**config.mk**
```make
export PLATFORM = sky130hd
export DESIGN_NAME = xbar_sel_ctrl
export DESIGN_NICKNAME = d
export VERILOG_FILES = /design/src/rtl/xbar_sel_ctrl.sv
export SDC_FILE = /design/constraint.sdc
export NUM_CORES = 1
export LEC_CHECK = 0
export CAP_MARGIN = 20
export CORE_MARGIN = 5
export CORE_UTILIZATION = 40
export DETAILED_ROUTE_END_ITERATION = 7
export HOLD_SLACK_MARGIN = 0.12
export PLACE_DENSITY = 0.78
export SLEW_MARGIN = 0
export SYNTH_ARGS = -nofsm -noshare
export SYNTH_HDL_FRONTEND = slang
export SYNTH_SLANG_ARGS = --single-unit
```
**constraint.sdc**
```tcl
create_clock -name clk -period 3.2 [get_ports clk]
set_input_delay 0.48 -clock clk [delete_from_list [all_inputs] [get_ports clk]]
set_output_delay 0.48 -clock clk [all_outputs]
set_load 0.05 [all_outputs]
```
**src/rtl/xbar_sel_ctrl.sv**
```systemverilog
// xbar_sel_ctrl: round-robin select/grant producer for the crossbar mux array, with ESEL one cycle behind SEL.
// Optional hold timeout with a TOUT pulse is compiled in when XBAR_TIMEOUT_EN is defined.
module xbar_sel_ctrl #(
    parameter int N_IN     = 4,
    parameter int SEL_W    = 2,
    parameter int MAX_HOLD = 16
) (
    input  logic             clk,
    input  logic             rst_n,
    input  logic [N_IN-1:0]  req,
    input  logic             done,
    output logic [SEL_W-1:0] sel,
    output logic [SEL_W-1:0] esel,
    output logic [N_IN-1:0]  gnt,
    output logic             valid
`ifdef XBAR_TIMEOUT_EN
    ,
    output logic             tout
`endif
);
    typedef enum logic [1:0] {IDLE, BUSY, RELEASE} state_t;
    state_t state, state_n;
    logic [SEL_W-1:0] ptr, ptr_n, sel_n, win, idx;
    logic [N_IN-1:0] gnt_n;
    logic valid_n, found, rel, expire;
`ifdef XBAR_TIMEOUT_EN
    localparam int CNT_W = $clog2(MAX_HOLD);
    logic [CNT_W-1:0] cnt, cnt_n;
    logic tout_n;
    assign expire = cnt == CNT_W'(MAX_HOLD - 1);
`else
    assign expire = 1'b0;
`endif
    // first requester at or above ptr, wrapping
    always_comb begin
        win   = '0;
        found = 1'b0;
        idx   = '0;
        for (int i = 0; i < N_IN; i++) begin
            idx = SEL_W'((int'(ptr) + i) % N_IN);
            if (!found && req[idx]) begin
                win   = idx;
                found = 1'b1;
            end
        end
    end
    assign rel = done || !req[sel];
    always_comb begin
        state_n = state;
        sel_n   = sel;
        gnt_n   = gnt;
        valid_n = valid;
        ptr_n   = ptr;
`ifdef XBAR_TIMEOUT_EN
        cnt_n   = cnt;
        tout_n  = 1'b0;
`endif
        case (state)
            IDLE: if (found) begin
                state_n = BUSY;
                sel_n   = win;
                gnt_n   = N_IN'(1) << win;
                valid_n = 1'b1;
`ifdef XBAR_TIMEOUT_EN
                cnt_n   = '0;
`endif
            end
            BUSY: if (rel || expire) begin
                state_n = RELEASE;
                gnt_n   = '0;
                valid_n = 1'b0;
                ptr_n   = (sel == SEL_W'(N_IN - 1)) ? '0 : sel + 1'b1;
`ifdef XBAR_TIMEOUT_EN
                tout_n  = !rel;
`endif
            end else begin
`ifdef XBAR_TIMEOUT_EN
                cnt_n   = cnt + 1'b1;
`endif
            end
            RELEASE: state_n = IDLE;
            default: state_n = IDLE;
        endcase
    end
    always_ff @(posedge clk or negedge rst_n) begin
        if (!rst_n) begin
            state <= IDLE;
            ptr   <= '0;
            sel   <= '0;
            esel  <= '0;
            gnt   <= '0;
            valid <= 1'b0;
        end else begin
            state <= state_n;
            ptr   <= ptr_n;
            sel   <= sel_n;
            esel  <= sel;
            gnt   <= gnt_n;
            valid <= valid_n;
        end
    end
`ifdef XBAR_TIMEOUT_EN
    always_ff @(posedge clk or negedge rst_n) begin
        if (!rst_n) begin
            cnt  <= '0;
            tout <= 1'b0;
        end else begin
            cnt  <= cnt_n;
            tout <= tout_n;
        end
    end
`endif
endmodule

```
==> metrics <==
number of nets in the finished design between 80 and 90; DPL Wire Length about 1000 um; post-synthesis instance total 59; Core Region roughly 0.0015 sq mm; cts hold-fix bufs 0; GRT Overall Usage 11.6%; net load switching power between 400 and 500 uW; drc violations 0; worst skew pair latency 0.28 ns; via total after detailed routing 508; register clock-pin slew on the reported worst setup and hold paths 0.08 ns; pin count of the biggest net entering global routing 14; clock tree from TritonCTS done; Slew Limit Headroom about three fifths; Synth warnings 0; count of H-tree levels built during CTS 1; area share of the largest cell type after synthesis slightly above 50%; synth top area cells dfrtp_1, mux2i_1, o2bb2ai_1; synthesized area approximately 650 sq um; Synth async-reset ratio 100%; via count of the first global-routing pass 511; detail-routed via count per cell 5.46; sequential share of the synthesized area 50.4%; final-report hold violation count 0; IO Port Bufs 15; cell type contributing the most total cell area after synthesis dfrtp_1; design internal power between 400 and 500 uW; run status finished clean; initial core utilization 42.4%; Antenna Cells 0; wire length per cell after detailed routing roughly 14 um; sum of routed wire length over all layers 1310 um; number of search-and-repair iterations in the first detailed-routing pass 4; total buffers and inverters traversed by the critical path 1; master of the slowest instance on the critical path clkdlybuf4s50_1; library cell used as clock root buffer clkbuf_4; # IOs 16; cells along the critical path clkdlybuf4s50_1; initial drt markers 7; Syn-to-layout area delta 28.7%; Mapped Avg Cell Area 10.9 sq um; setup-violating endpoint count in the final report 0; flops & latches, synth 13; total clock buffers created by CTS 3; number of nets still failing antenna checks after routing 0; leakage power figure 0.347 nW; horizontal die dimension 50.2 um; worst setup skew after layout 0.00718 ns; worst endpoint data arrival time roughly 1.6 ns; worst ir drop on vdd 594 uV; ratio of cells with drive above 1 in the final layout 11.7%; Sw Share 47.8%; sequential power share 33.4%; Max stage delay on crit path 0.86 ns; type of the worst setup path reg -> out; Main synth FF type dfrtp_1; Die Y around 50 um; path type of the worst min-delay path reg -> reg; number of synthesized flops with an enable pin 0; initial antenna violation count 0; Comb pwr share 55.8%; end-of-flow core utilization 54.5%; CP delay by family, top buffers and inverters; PwrDens 1140 mW/mm^2; clock sinks 13; transition at the pin with the smallest max-transition slack 0.574 ns; total power 943 uW; total overflow reported by the global router 0; cell row count 14; wire length of the first global-routing pass approximately 2200 um; Post CTS Setup Buffer Count 0; list of most frequent post-synthesis cells dfrtp_1, nand2_1, nor2_1; total die area 0.00252 sq mm; placer's final routability congestion estimate 0.827; top achievable clock speed ~470 MHz; unrepaired setup endpoints after global routing false; Worst Setup Start Kind flip-flop; Req. time, crit path 2.72 ns; fin crit period between 2 and 2.5 ns; crit-path max FO 7; net count after synthesis 67; number of library cell types mapped by synthesis 25; Clock power frac 10.8%; post-CTS sizing 0; post-route fraction of the period consumed by the critical path 65.9%; max-slew violation total from the final report 0; number of buffers on the longest clock path 2; max-cap check violation count 0; setup TNS after final layout 0 ns; critical path endpoint category output pin; cell with the most instances after synthesis dfrtp_1
==> layout make-up <==
type	count	area [sq um]
Sequential cell	13	325
Timing Repair Buffer	15	150
Tap cell	16	20.0
Fill cell	146	693
Multi-Input combinational cell	43	302
Clock buffer	4	26.3
Inverter	2	7.51
==> cells by family after synthesis <==
group	count (synthesis)	share of synthesized area, %
AOI/OAI and AO/OA	15	16.1
and+or+nand+nor	22	20.5
adders and majority gates	1	1.94
muxes	5	8.14
buffers and inverters	3	2.91
DFF	13	50.4
==> flip-flops by register name, indices dropped and copies added (netlist names) <==
register,cells
ptr,2
gnt,4
esel,2
valid,1
sel,2
state,2
==> power groups by stage <==
stage               combinational, mW  clock, mW  sequential [mW]
detailed placement              0.529          0            0.318
floorplan                       0.223          0            0.475
finish                          0.526      0.102            0.315
global placement                0.527          0            0.315
CTS                             0.531      0.107            0.316
global route                    0.565      0.116            0.327
==> layout by cell type (no fill, tap or decap) <==
cell type | synthesis | final
mux2i_1 | 3 | 3
clkbuf_4 | 0 | 3
or3_4 | 1 | 1
dfrtp_1 | 13 | 13
nor4_1 | 1 | 1
o21ai_1 | 2 | 2
nor3_1 | 1 | 1
nand2_1 | 6 | 6
mux2_2 | 2 | 2
nor2_1 | 5 | 5
a211o_1 | 1 | 1
o32ai_1 | 2 | 2
a211oi_1 | 1 | 1
clkdlybuf4s50_1 | 0 | 15
a21oi_1 | 2 | 2
nor3_4 | 1 | 1
nor3_2 | 2 | 2
nor2b_1 | 1 | 1
o22ai_1 | 1 | 1
o2bb2ai_1 | 3 | 3
clkbuf_1 | 0 | 1
ha_1 | 1 | 1
a21o_1 | 1 | 1
nand3b_1 | 1 | 1
inv_1 | 2 | 2
o21ai_0 | 2 | 2
nand2b_1 | 3 | 3
==> metal layers <==
layer / vias to the layer above / track usage [%] / wire (um)
met4: 0 / 7.42 / 29
met3: 4 / 1.78 / 42
li1: 250 / - / -
met5: - / 0 / 0
met2: 9 / 18.4 / 643
met1: 245 / 14.6 / 592
==> metrics by stage <==
step	worst slack, ns	hold slack, ns	instances	instance area, sq um
final	1.09	0.520	93	831
after global routing	1.04	0.539	93	831
after CTS	1.08	0.524	93	831
after detailed placement	1.08	0.507	89	805
after global placement	1.11	0.512	89	805
after floorplan	1.39	0.184	59	646
==> final timing paths <==
| path | from | depth (start not counted) | slack [ns] | end |
|---|---|---|---|---|
| worst max-delay path | sel[0] | 1 | 1.09 | sel[0] |
| worst min-delay path | state[1] | 1 | 0.52 | state[0] |
| worst max register to register | sel[1] | 4 | 1.57 | ptr[1] |
| worst min register to register | state[1] | 1 | 0.52 | state[0] |
| max in group asynchronous | rst_n | 1 | 2.26 | gnt[0] |
| min in group asynchronous | rst_n | 1 | 0.56 | ptr[0] |
Note: power is estimated with default switching activity, not from simulation.
